### config.mk
export PLATFORM = sky130hd
export DESIGN_NAME = buzzer_seq_flat
export DESIGN_NICKNAME = d
export VERILOG_FILES = /design/src/rtl/buzzer_pkg.sv /design/src/rtl/buzzer_seq_if.sv /design/src/rtl/buzzer_tone.sv /design/src/rtl/buzzer_seq.sv /design/src/flat_wrapper.sv
export SDC_FILE = /design/constraint.sdc
export NUM_CORES = 1
export LEC_CHECK = 0
export ABC_AREA = 1
export ABC_CLOCK_PERIOD_IN_PS = 3400
export CORE_MARGIN = 8
export CORE_UTILIZATION = 64
export CTS_BUF_LIST = sky130_fd_sc_hd__clkbuf_2
export DETAILED_ROUTE_END_ITERATION = 7
export GPL_ROUTABILITY_DRIVEN = 0
export PLACE_DENSITY = 0.88
export SLEW_MARGIN = 20
export SYNTH_ARGS = -nofsm -noshare
export SYNTH_HDL_FRONTEND = slang
export SYNTH_SLANG_ARGS = --single-unit
### constraint.sdc
create_clock -name clk -period 3.4 [get_ports clk]
set_clock_uncertainty 0.15 [all_clocks]
set_input_delay 0.68 -clock clk [delete_from_list [all_inputs] [get_ports clk]]
set_output_delay 0.68 -clock clk [all_outputs]
set_load 0.05 [all_outputs]
### src/rtl/buzzer_pkg.sv
// rtl/buzzer_pkg.sv - shared types, reload defaults and width helper for the beep sequencer
package buzzer_pkg;

  typedef enum logic [1:0] {
    ST_IDLE = 2'd0,
    ST_ON   = 2'd1,
    ST_OFF  = 2'd2,
    ST_DONE = 2'd3
  } state_t;

  localparam int TICK_RLD_DEFAULT          = 99_999;
  localparam int TICK_RLD_TURBOSIM_DEFAULT = 9;

  // Number of bits needed to hold value (at least 1).
  function automatic int wordlength(input int unsigned value);
    int w;
    w = 1;
    for (int i = 1; i < 32; i++) begin
      if ((value >> i) != 0) w = i + 1;
    end
    return w;
  endfunction

endpackage

### src/rtl/buzzer_seq_if.sv
// rtl/buzzer_seq_if.sv - request/busy/done handshake and pattern parameters
interface buzzer_seq_if #(
  parameter int TONE_W = 16,
  parameter int DUR_W  = 10,
  parameter int CNT_W  = 4
);
  logic              start;
  logic              abort;
  logic [TONE_W-1:0] tone_half;
  logic [DUR_W-1:0]  on_ms;
  logic [DUR_W-1:0]  off_ms;
  logic [CNT_W-1:0]  beeps;
  logic              busy;
  logic              done;

  modport master (
    output start, abort, tone_half, on_ms, off_ms, beeps,
    input  busy, done
  );

  modport slave (
    input  start, abort, tone_half, on_ms, off_ms, beeps,
    output busy, done
  );
endinterface

### src/rtl/buzzer_tone.sv
// rtl/buzzer_tone.sv - tone half-period down-counter and toggle flop
module buzzer_tone #(
  parameter int TONE_W = 16
) (
  input  logic              clk,
  input  logic              reset,
  input  logic              run,
  input  logic [TONE_W-1:0] half,
  output logic              tone
);

  logic [TONE_W-1:0] cnt;

  always_ff @(posedge clk) begin
    if (reset) begin
      cnt  <= '0;
      tone <= 1'b0;
    end else if (!run) begin
      cnt  <= half;
      tone <= 1'b0;
    end else if (cnt == '0) begin
      cnt  <= half;
      tone <= ~tone;
    end else begin
      cnt <= cnt - 1'b1;
    end
  end

endmodule

### src/rtl/buzzer_seq.sv
// rtl/buzzer_seq.sv - programmable beep-sequence generator driving the piezo differentially
module buzzer_seq
  import buzzer_pkg::*;
#(
  parameter int TICK_RLD          = TICK_RLD_DEFAULT,
  parameter int TICK_RLD_TURBOSIM = TICK_RLD_TURBOSIM_DEFAULT,
  parameter int TONE_W            = 16,
  parameter int DUR_W             = 10,
  parameter int CNT_W             = 4
) (
  input  logic         clk,
  input  logic         reset,
  input  logic         turbosim,
  buzzer_seq_if.slave  bus,
  output logic         buzzer_p,
  output logic         buzzer_n
);

  localparam int TICK_MAX = (TICK_RLD > TICK_RLD_TURBOSIM) ? TICK_RLD : TICK_RLD_TURBOSIM;
  localparam int TICK_W   = wordlength(TICK_MAX);

  state_t            state;
  logic [TICK_W-1:0] tick_cnt;
  logic [TICK_W-1:0] tick_rld;
  logic [DUR_W-1:0]  ms_cnt;
  logic [DUR_W-1:0]  on_q;
  logic [DUR_W-1:0]  off_q;
  logic [DUR_W-1:0]  on_in;
  logic [TONE_W-1:0] tone_q;
  logic [TONE_W-1:0] half_src;
  logic [CNT_W-1:0]  remaining;
  logic              busy_q;
  logic              done_q;
  logic              phase_end;
  logic              tone_run;
  logic              tone;

  // The tone is stopped in the last cycle of every ON phase so the next
  // phase (or OFF/DONE) starts with a silent, freshly reloaded generator.
  always_comb begin
    tick_rld  = turbosim ? TICK_W'(TICK_RLD_TURBOSIM) : TICK_W'(TICK_RLD);
    phase_end = (tick_cnt == '0) && (ms_cnt == DUR_W'(1));
    tone_run  = (state == ST_ON) && !phase_end && !bus.abort;
    half_src  = (state == ST_IDLE) ? bus.tone_half : tone_q;
    on_in     = (bus.on_ms == '0) ? DUR_W'(1) : bus.on_ms;
  end

  buzzer_tone #(.TONE_W(TONE_W)) u_tone (
    .clk   (clk),
    .reset (reset),
    .run   (tone_run),
    .half  (half_src),
    .tone  (tone)
  );

  always_ff @(posedge clk) begin
    if (reset) begin
      state     <= ST_IDLE;
      tick_cnt  <= '0;
      ms_cnt    <= '0;
      on_q      <= '0;
      off_q     <= '0;
      tone_q    <= '0;
      remaining <= '0;
      busy_q    <= 1'b0;
      done_q    <= 1'b0;
    end else begin
      done_q <= 1'b0;
      case (state)
        ST_IDLE: begin
          if (bus.start && !bus.abort) begin
            tone_q <= bus.tone_half;
            on_q   <= on_in;
            off_q  <= bus.off_ms;
            busy_q <= 1'b1;
            if (bus.beeps == '0) begin
              state  <= ST_DONE;
              done_q <= 1'b1;
            end else begin
              state     <= ST_ON;
              remaining <= bus.beeps;
              tick_cnt  <= tick_rld;
              ms_cnt    <= on_in;
            end
          end
        end
        ST_ON, ST_OFF: begin
          if (bus.abort) begin
            state  <= ST_IDLE;
            busy_q <= 1'b0;
          end else if (phase_end) begin
            tick_cnt <= tick_rld;
            if (state == ST_OFF) begin
              state  <= ST_ON;
              ms_cnt <= on_q;
            end else if (remaining == CNT_W'(1)) begin
              state     <= ST_DONE;
              remaining <= '0;
              done_q    <= 1'b1;
            end else begin
              remaining <= remaining - 1'b1;
              if (off_q == '0) begin
                state  <= ST_ON;
                ms_cnt <= on_q;
              end else begin
                state  <= ST_OFF;
                ms_cnt <= off_q;
              end
            end
          end else if (tick_cnt == '0) begin
            tick_cnt <= tick_rld;
            ms_cnt   <= ms_cnt - 1'b1;
          end else begin
            tick_cnt <= tick_cnt - 1'b1;
          end
        end
        default: begin
          state  <= ST_IDLE;
          busy_q <= 1'b0;
        end
      endcase
    end
  end

  assign bus.busy = busy_q;
  assign bus.done = done_q;
  assign buzzer_p = tone;
  assign buzzer_n = (state == ST_ON) & ~tone;

endmodule

### src/flat_wrapper.sv
// flat-port wrapper written by rule: the top's interface ports become plain ports
module buzzer_seq_flat import buzzer_pkg::*;
#(
  parameter int TICK_RLD          = TICK_RLD_DEFAULT,
  parameter int TICK_RLD_TURBOSIM = TICK_RLD_TURBOSIM_DEFAULT,
  parameter int TONE_W            = 16,
  parameter int DUR_W             = 10,
  parameter int CNT_W             = 4
)
  (clk, reset, turbosim, buzzer_p, buzzer_n, bus_start, bus_abort, bus_tone_half, bus_on_ms, bus_off_ms, bus_beeps, bus_busy, bus_done);
  buzzer_seq_if #(.TONE_W(TONE_W), .DUR_W(DUR_W), .CNT_W(CNT_W)) bus_i ();
  input  logic clk;
  input  logic reset;
  input  logic turbosim;
  output logic buzzer_p;
  output logic buzzer_n;
  input wire logic [$bits(bus_i.start)-1:0] bus_start;
  input wire logic [$bits(bus_i.abort)-1:0] bus_abort;
  input wire logic [$bits(bus_i.tone_half)-1:0] bus_tone_half;
  input wire logic [$bits(bus_i.on_ms)-1:0] bus_on_ms;
  input wire logic [$bits(bus_i.off_ms)-1:0] bus_off_ms;
  input wire logic [$bits(bus_i.beeps)-1:0] bus_beeps;
  output wire logic [$bits(bus_i.busy)-1:0] bus_busy;
  output wire logic [$bits(bus_i.done)-1:0] bus_done;
  assign bus_i.start = bus_start;
  assign bus_i.abort = bus_abort;
  assign bus_i.tone_half = bus_tone_half;
  assign bus_i.on_ms = bus_on_ms;
  assign bus_i.off_ms = bus_off_ms;
  assign bus_i.beeps = bus_beeps;
  assign bus_busy = bus_i.busy;
  assign bus_done = bus_i.done;
  buzzer_seq #(.TICK_RLD(TICK_RLD), .TICK_RLD_TURBOSIM(TICK_RLD_TURBOSIM), .TONE_W(TONE_W), .DUR_W(DUR_W), .CNT_W(CNT_W)) u_core (.clk(clk), .reset(reset), .turbosim(turbosim), .bus(bus_i), .buzzer_p(buzzer_p), .buzzer_n(buzzer_n));
endmodule
==> qor.yml, run 1 <==
route:
  detail_route.iter0.violations: 401
  num_vias: 5040
  detailed_route_wl_um: 12810
  drt_drc_violations_left: 0
  drt-pass1-iter-count: 8
  drt.antenna.violating_nets: 0
  detail_route.vias_per_cell: 5.606
  wl_per_cell_um: 14.24
setup_path:
  arrival_time_worst_endpoint_ns: 2.10
  crit_fanout: 3
  path_class: "reg2out"
  worst_endpoint_required_time_ns: 2.57
  setup.worst_path.start: "u_core.state[1]"
  r2r_setup_slack_ns: 0.82
  critical_path.reg2reg.startpoint: "u_core.state[0]"
  ff2ff_path_depth: 8
  setup.worst_path.start_class: "register"
  critical_path.reg2reg.endpoint: "u_core.state[0]"
  timing.critical_path.to_type: "primary output"
outcome:
  outcome: "complete, no violations"
clocking:
  cts_hold_repair.buffers: 0
  clkSlewWorstSetupHoldPaths_ns: 0.24
  numClockSinks: 88
  tritoncts: "yes"
  root_buffer: "sky130_fd_sc_hd__clkbuf_2"
  clock_tree.buffer_depth: 2
  cts_post_setup_buffers_inserted: 0
  source_to_sink_clock_delay_at_the_later_pin_of_the_worst_skew_pair_ns: 0.55
  cts_max_level: 3
  postCtsResizedCells: 0
  cts_inserted_buffers: 9
hold_path:
  worstHoldStart: "u_core.tone_q[14]"
  worstHoldEndpoint: "u_core.tone_q[14]"
  min-delay-path-class: "reg2reg"
  min_path_cells: 2
finish:
  mostFrequentLayoutCell: "sky130_fd_sc_hd__nand2_1"
  multi_input_area_um2: 2828
  antenna_cells_inserted: 0
  final_cell_mix: "sky130_fd_sc_hd__nand2_1, sky130_fd_sc_hd__nor2_1, sky130_fd_sc_hd__dfxtp_1"
  final_cell_count_no_fill: 899
  layout.nets: 849
  synthToLayoutAreaGrowth_pct: 13.26
  nFillCells: 605
  seq_area_um2: 1762
  final_layout_size_suffix_gt1_frac: 0.07152
timing:
  slew_headroom: 0.4855
  post-route-period-util: 0.8606
  sum_neg_setup_slack_ns: 0
  timing.final.max_slew_violations: 0
  min_period_ns: 2.926
  max_clock_freq_mhz: 341.8
  least_margin_pin_slew_ns: 0.7710
  timing.final.hold_violations: 0
  rsz0062_at_grt: "false"
  final-setup-viol-count: 0
logic_synthesis:
  syn_inst: 754
  synth_area_um2: 5050
  synth-warning-count: 0
  ys_types: 42
  synthArstFlopShare: 0
  synth.avg_cell_area_um2: 6.697
  nets_in_the_synthesized_netlist: 811
  number_of_storage_elements_in_the_synthesis_netlist: 88
  ys_seq_area_frac: 0.3489
  synth_flop_cell: "sky130_fd_sc_hd__dfxtp_1"
  synth_edf_count: 0
flow_run:
  maxCapViolations: 0
global_route:
  largest_net_degree_at_the_start_of_global_routing: 61
  grt-ovfl-total: 0
  grt_first_pass_wirelength_um: 21780
  antenna_found_initial: 0
  gr-usage-all-layers: 0.2340
  first_global_vias: 4838
power_and_ir_drop:
  power.static_leakage_nw: 2.529
  areal_power_density_over_the_cells_nw_per_um2: 824.1
  ir_drop_mv: 0.4311
placement:
  place.detailed.hpwl_um: 9462
  place_inst: 883
  portBuffers: 48
floorplanning:
  ports: 49
  core-area_um2: 7687
  fp-row-count: 32
  die_height_um: 104.8
  die_w_um: 104.8
  initial_utilization: 0.6569
  fp.dieArea_um2: 10990
==> cell type report <==
cell class	instances	area share
Clock buffer	10	0.008751
Clock inverter	6	0.01881
Inverter	83	0.05447
Multi-Input combinational cell	555	0.4944
Sequential cell	88	0.3080
Tap cell	102	0.02231
Timing Repair Buffer	55	0.09320
==> kinds of logic (layout without fill, tap and decap cells) <==
| group | after synthesis | count (layout) | share of synthesized area |
|---|---|---|---|
| fa+ha+maj | 12 | 12 | 0.02973 |
| xor+xnor | 23 | 23 | 0.03989 |
| compound gates | 171 | 171 | 0.1873 |
| simple gates | 348 | 348 | 0.3010 |
| buf+inv | 111 | 154 | 0.09118 |
| flops | 88 | 88 | 0.3489 |
| mux | 1 | 1 | 0.001982 |
==> synth_stat cells (7+ instances only) <==
| cell type | instances | area (µm²) |
|---|---|---|
| sky130_fd_sc_hd__nand2_1 | 141 | 529.3 |
| sky130_fd_sc_hd__nor2_1 | 129 | 484.2 |
| sky130_fd_sc_hd__dfxtp_1 | 88 | 1762 |
| sky130_fd_sc_hd__inv_1 | 81 | 304.0 |
| sky130_fd_sc_hd__a21oi_1 | 72 | 360.4 |
| sky130_fd_sc_hd__o21ai_0 | 69 | 345.3 |
| sky130_fd_sc_hd__nand3_1 | 39 | 195.2 |
| sky130_fd_sc_hd__xor2_1 | 18 | 157.7 |
| sky130_fd_sc_hd__clkbuf_1 | 16 | 60.06 |
| sky130_fd_sc_hd__ha_1 | 12 | 150.1 |
| sky130_fd_sc_hd__a21oi_2 | 7 | 61.31 |
| sky130_fd_sc_hd__nand4_1 | 7 | 43.79 |
==> flip-flops by register name (all words and copies together), names as in the netlist <==
| register | count |
|---|---|
| u_core.tick_cnt | 17 |
| u_core.tone_q | 16 |
| u_core.u_tone.cnt | 16 |
| u_core.ms_cnt | 10 |
| u_core.off_q | 10 |
| u_core.on_q | 10 |
| u_core.remaining | 4 |
| u_core.state | 2 |
| u_core.bus.busy | 1 |
| u_core.bus.done | 1 |
| u_core.u_tone.tone | 1 |
==> critical path, cell delays in order, from the launching register on <==
cell and delay (ns):
sky130_fd_sc_hd__dfxtp_1 0.38, sky130_fd_sc_hd__inv_1 0.10, sky130_fd_sc_hd__ha_1 0.15, sky130_fd_sc_hd__inv_1 0.05
sky130_fd_sc_hd__nor2_1 0.08, sky130_fd_sc_hd__clkdlybuf4s50_1 0.81
==> metal layers <==
metal	global-route usage	up-vias	wire length [µm]	part of all wire
li1	-	2511	-	-
met1	0.3003	2292	5549	0.43
met2	0.3774	199	5991	0.47
met3	0.03931	38	905	0.071
met4	0.1040	0	359	0.028
met5	0	-	0	0
==> metrics by stage <==
step / cell area, µm² / power (mW) / hold WS [ns] / setup slack (ns) / util
final: 5719 / 4.713 / 0.3183 / 0.4740 / 0.7440
after CTS: 5719 / 4.672 / 0.3199 / 0.4605 / 0.7440
after global placement: 5562 / 3.892 / 0.2856 / 0.5508 / 0.7235
after global routing: 5719 / 5.127 / 0.3434 / 0.3410 / 0.7440
after detailed placement: 5562 / 3.991 / 0.2941 / 0.4900 / 0.7235
after floorplan: 5050 / 3.480 / 0.2740 / 1.362 / -
==> worst max-delay path by stage <==
stage	end	slack, ns	depth (start not counted)
CTS	buzzer_n	0.46	5
global route	buzzer_n	0.34	5
finish	buzzer_n	0.47	5
floorplan	buzzer_n	1.36	1
global placement	u_core.ms_cnt[5]	0.55	11
detailed placement	u_core.ms_cnt[1]	0.49	11
==> report_power, final <==
part           switching, mW  total [mW]  internal [mW]  leakage [nW]
clock                  0.364       0.681          0.318        0.0935
combinational           1.65        2.52          0.871          1.71
sequential             0.216        1.51           1.29         0.725
total                   2.23        4.71           2.48          2.53
No activity file was read; power rests on OpenSTA's default activity.
==> run 2: changes to the inputs <==
Settings changed: CORE_UTILIZATION 64 to 62, CTS_BUF_LIST sky130_fd_sc_hd__clkbuf_2 to not set, PLACE_DENSITY 0.88 to 0.86.
==> qor.yml, run 2 (synthesis gave the netlist of run 1 again) <==
clocking:
  cts_max_level: 3
  numClockSinks: 88
  cts_hold_repair.buffers: 0
  clkSlewWorstSetupHoldPaths_ns: 0.09
  source_to_sink_clock_delay_at_the_later_pin_of_the_worst_skew_pair_ns: 0.36
  cts_inserted_buffers: 9
  clock_tree.buffer_depth: 2
  tritoncts: "yes"
  postCtsResizedCells: 0
  cts_post_setup_buffers_inserted: 0
  root_buffer: "sky130_fd_sc_hd__clkbuf_8"
setup_path:
  crit_fanout: 3
  setup.worst_path.start_class: "register"
  timing.critical_path.to_type: "primary output"
  arrival_time_worst_endpoint_ns: 1.91
  worst_endpoint_required_time_ns: 2.57
  path_class: "reg2out"
timing:
  least_margin_pin_slew_ns: 0.5481
  max_clock_freq_mhz: 365.0
  rsz0062_at_grt: "false"
  post-route-period-util: 0.8057
  timing.final.max_slew_violations: 0
  timing.hold.ws_ns: 0.3039
  slew_headroom: 0.6346
  timing.final.hold_violations: 0
  final-setup-viol-count: 0
  sum_neg_setup_slack_ns: 0
  min_period_ns: 2.740
placement:
  place.detailed.hpwl_um: 9475
  portBuffers: 48
  place_inst: 887
outcome:
  outcome: "complete, no violations"
route:
  wl_met1_um: 5766
  detail_route.iter0.violations: 403
  drt-pass1-iter-count: 7
  detailed_route_wl_um: 12840
  num_vias: 5071
  met2WireLength_um: 5955
  drt.antenna.violating_nets: 0
  met3WireLength_um: 878
  detail_route.vias_per_cell: 5.622
  wl_per_cell_um: 14.23
  top_layer_used: "met4"
  drt_drc_violations_left: 0
finish:
  final_layout_size_suffix_gt1_frac: 0.07152
  final_cell_count_no_fill: 902
  nFillCells: 632
  synthToLayoutAreaGrowth_pct: 14.49
  layout.nets: 850
  mostFrequentLayoutCell: "sky130_fd_sc_hd__nand2_1"
  largest_register_ff_count: 17
  antenna_cells_inserted: 0
  final_cell_mix: "sky130_fd_sc_hd__nand2_1, sky130_fd_sc_hd__nor2_1, sky130_fd_sc_hd__dfxtp_1"
  largest-register: "u_core.tick_cnt"
  reg.largest.list: "u_core.tick_cnt: 17 flops, u_core.tone_q: 16 flops, u_core.u_tone.cnt: 16 flops"
global_route:
  first_global_vias: 4723
  antenna_found_initial: 0
  grt-ovfl-total: 0
  largest_net_degree_at_the_start_of_global_routing: 61
  grt_first_pass_wirelength_um: 21380
  gr-usage-all-layers: 0.2265
floorplanning:
  initial_utilization: 0.6272
  core-area_um2: 8051
  die_w_um: 106.3
  fp-row-count: 33
  ports: 49
  fp.dieArea_um2: 11290
  die_height_um: 106.3
flow_run:
  maxCapViolations: 0
hold_path:
  min-delay-path-class: "reg2reg"
power_and_ir_drop:
  areal_power_density_over_the_cells_nw_per_um2: 839.7
  ir_drop_mv: 0.3396
  power.static_leakage_nw: 2.543
-- run 2: worst max-delay path, cell delays in order (launching register included) --
cell                              delay [ns]
sky130_fd_sc_hd__dfxtp_1                0.34
sky130_fd_sc_hd__inv_1                  0.11
sky130_fd_sc_hd__ha_1                   0.15
sky130_fd_sc_hd__inv_1                  0.05
sky130_fd_sc_hd__nor2_1                 0.10
sky130_fd_sc_hd__clkdlybuf4s50_1        0.81
-- run 2: stage by stage --
step | instance area [µm²] | power [mW] | setup WS, ns | utilization
6_report | 5782 | 4.855 | 0.6605 | 0.7181
5_1_grt | 5782 | 5.235 | 0.5732 | 0.7181
4_1_cts | 5782 | 4.817 | 0.6603 | 0.7181
3_5_place_dp | 5573 | 4.010 | 0.6951 | 0.6922
3_3_place_gp | 5573 | 3.905 | 0.7798 | 0.6922
2_1_floorplan | 5050 | 3.480 | 1.362 | -
-- run 2: cell type report --
type | instances | area (µm²) | share of cell area
clock buffers | 10 | 127.6 | 0.02207
clock inverters | 5 | 81.33 | 0.01407
inverters | 83 | 311.5 | 0.05388
well taps | 105 | 131.4 | 0.02272
multi-input cells | 555 | 2828 | 0.4891
repair buffers | 56 | 540.5 | 0.09349
flip-flops and latches | 88 | 1762 | 0.3047
-- run 2: report_power, final --
group / internal [mW] / total (mW) / switching, mW / leakage (nW)
registers: 1.29 / 1.51 / 0.214 / 0.725
logic: 0.881 / 2.56 / 1.68 / 1.72
clock network: 0.412 / 0.783 / 0.371 / 0.103
total: 2.59 / 4.86 / 2.27 / 2.54
-- run 2: routing by layer --
metal | vias to the layer above | track usage
met5 | - | 0
met4 | 0 | 0.07437
met3 | 28 | 0.04416
met2 | 208 | 0.3677
met1 | 2324 | 0.2951
li1 | 2511 | -
-- run 2: worst paths after layout --
path         slack (ns)  cells past startpoint                to              from
min                0.30                      2  u_core.tone_q[8]  u_core.tone_q[8]
max reg2reg        0.77                      8   u_core.state[1]   u_core.state[1]
min reg2reg        0.30                      2  u_core.tone_q[8]  u_core.tone_q[8]
max                0.66                      5          buzzer_n   u_core.state[1]
==> run 3: changes to the inputs <==
Settings changed: ABC_CLOCK_PERIOD_IN_PS 3400 to 2640, CORE_UTILIZATION 62 to 58, PLACE_DENSITY 0.86 to 0.81.
Clock period 3.4 ns to 2.64 ns, I/O delays scaled along.
==> qor.yml, run 3 (synthesis gave the netlist of run 1 again) <==
finish:
  synthToLayoutAreaGrowth_pct: 15.26
  nFillCells: 768
  largest_register_ff_count: 17
  layout.nets: 853
  reg.largest.list: "u_core.tick_cnt: 17 flops, u_core.tone_q: 16 flops, u_core.u_tone.cnt: 16 flops"
  largest-register: "u_core.tick_cnt"
  multi_input_area_um2: 2828
  mostFrequentLayoutCell: "sky130_fd_sc_hd__nand2_1"
  antenna_cells_inserted: 0
  seq_area_um2: 1762
  final_cell_mix: "sky130_fd_sc_hd__nand2_1, sky130_fd_sc_hd__nor2_1, sky130_fd_sc_hd__dfxtp_1"
  final_layout_size_suffix_gt1_frac: 0.07615
clocking:
  source_to_sink_clock_delay_at_the_later_pin_of_the_worst_skew_pair_ns: 0.35
  cts_inserted_buffers: 9
  clkSlewWorstSetupHoldPaths_ns: 0.09
  tritoncts: "yes"
  cts_post_setup_buffers_inserted: 0
  root_buffer: "sky130_fd_sc_hd__clkbuf_8"
  cts_max_level: 3
  numClockSinks: 88
  clock_tree.buffer_depth: 2
  postCtsResizedCells: 0
  cts_hold_repair.buffers: 0
timing:
  max_clock_freq_mhz: 393.0
  sum_neg_setup_slack_ns: 0
  slew_headroom: 0.6584
  min_period_ns: 2.545
  timing.final.max_slew_violations: 0
  final-setup-viol-count: 0
  post-route-period-util: 0.9639
  timing.final.hold_violations: 0
  rsz0062_at_grt: "false"
  timing.hold.ws_ns: 0.3004
  least_margin_pin_slew_ns: 0.5078
route:
  wl_per_cell_um: 13.91
  detail_route.vias_per_cell: 5.443
  drt_drc_violations_left: 0
  drt-pass1-iter-count: 5
  drt.antenna.violating_nets: 0
  detail_route.iter0.violations: 323
  detailed_route_wl_um: 12650
  num_vias: 4948
power_and_ir_drop:
  power.static_leakage_nw: 2.562
  post_route_total_power_mw: 6.171
  ir_drop_mv: 0.5432
  areal_power_density_over_the_cells_nw_per_um2: 1060
global_route:
  gr-usage-all-layers: 0.2151
  grt_first_pass_wirelength_um: 21050
  first_global_vias: 4620
  grt-ovfl-total: 0
  antenna_found_initial: 0
  largest_net_degree_at_the_start_of_global_routing: 61
setup_path:
  ff2ff_path_depth: 12
  critPathTopFamily: "buffers and inverters"
  critPathMostFrequentCell: "sky130_fd_sc_hd__inv_1"
  timing.critical_path.slowest_cell_delay_ns: 0.81
  path_class: "reg2out"
  path_cells: "inv_1, ha_1, inv_1, nor2_1, clkdlybuf4s50_1"
  worst_endpoint_required_time_ns: 1.96
  crit_fanout: 3
  critPathSlowestCell: "sky130_fd_sc_hd__clkdlybuf4s50_1"
  setup.worst_path.start_class: "register"
  arrival_time_worst_endpoint_ns: 1.87
  timing.critical_path.to_type: "primary output"
  cp.buffers_inverters: 3
  crit_path_depth: 5
floorplanning:
  initial_utilization: 0.5877
  die_w_um: 109.3
  fp.dieArea_um2: 11950
  die_height_um: 109.3
  ports: 49
  core-area_um2: 8593
  fp-row-count: 34
hold_path:
  min_path_cells: 2
  min-delay-path-class: "reg2reg"
placement:
  place.detailed.hpwl_um: 9498
  portBuffers: 48
outcome:
  outcome: "complete, no violations"
flow_run:
  maxCapViolations: 0
-- run 3: changes by cell type in the layout (fill, tap and decap cells not counted), sizes merged --
| cell | before | now |
|---|---|---|
| buf | 8 | 11 |
| bufinv | 2 | 1 |
| clkinv | 2 | 4 |
-- run 3: path summary, 6_finish.rpt --
| path | from | end | slack, ns |
|---|---|---|---|
| setup reg to reg | u_core.tick_cnt[1] | u_core.tick_cnt[15] | 0.33 |
| setup / recovery | u_core.state[1] | buzzer_n | 0.1 |
| hold reg to reg | u_core.tone_q[9] | u_core.tone_q[9] | 0.30 |
| hold / removal | u_core.tone_q[9] | u_core.tone_q[9] | 0.30 |
-- run 3: where the power goes --
group          leakage [nW]  internal (mW)  switching, mW
combinational          1.74           1.16           2.12
sequential            0.725           1.67          0.281
clock                0.0968          0.443          0.499
total                  2.56           3.27           2.90
-- run 3: metal layers --
| metal | vias to the layer above | GRT usage | wire length (µm) |
|---|---|---|---|
| met2 | 169 | 0.3605 | 5919 |
| li1 | 2515 | - | - |
| met1 | 2233 | 0.2747 | 5615 |
| met4 | 0 | 0.08100 | 301 |
| met5 | - | 0 | 0 |
| met3 | 31 | 0.03165 | 810 |
-- run 3: worst reg2reg max path, stage by stage (launching register included) --
cell and delay, ns:
sky130_fd_sc_hd__dfxtp_1 0.35, sky130_fd_sc_hd__inv_1 0.08, sky130_fd_sc_hd__ha_1 0.19, sky130_fd_sc_hd__inv_1 0.05
sky130_fd_sc_hd__nor2_1 0.03, sky130_fd_sc_hd__nand2_1 0.12, sky130_fd_sc_hd__nor2_4 0.06, sky130_fd_sc_hd__nand3_2 0.24
sky130_fd_sc_hd__nand2_1 0.21, sky130_fd_sc_hd__nor2_1 0.41, sky130_fd_sc_hd__o21ai_0 0.17, sky130_fd_sc_hd__nand2_1 0.09
sky130_fd_sc_hd__a21oi_1 0.06
-- run 3: cell type report --
cell class / count / share of cell area
clock buffer: 10 / 0.02193
multi-input combinational: 555 / 0.4858
sequential: 88 / 0.3027
timing repair buffer: 59 / 0.1010
tap: 108 / 0.02322
clock inverter: 6 / 0.01182
inverter: 83 / 0.05353
-- run 3: per-stage QoR --
step,instances,cell area (µm²),util,worst slack [ns]
after floorplan,754,5050,-,0.7282
after global placement,893,5624,0.6545,0.1796
after detailed placement,893,5624,0.6545,0.09214
after CTS,909,5821,0.6773,0.08878
after global routing,909,5821,0.6773,0.01780
final,909,5821,0.6773,0.09520
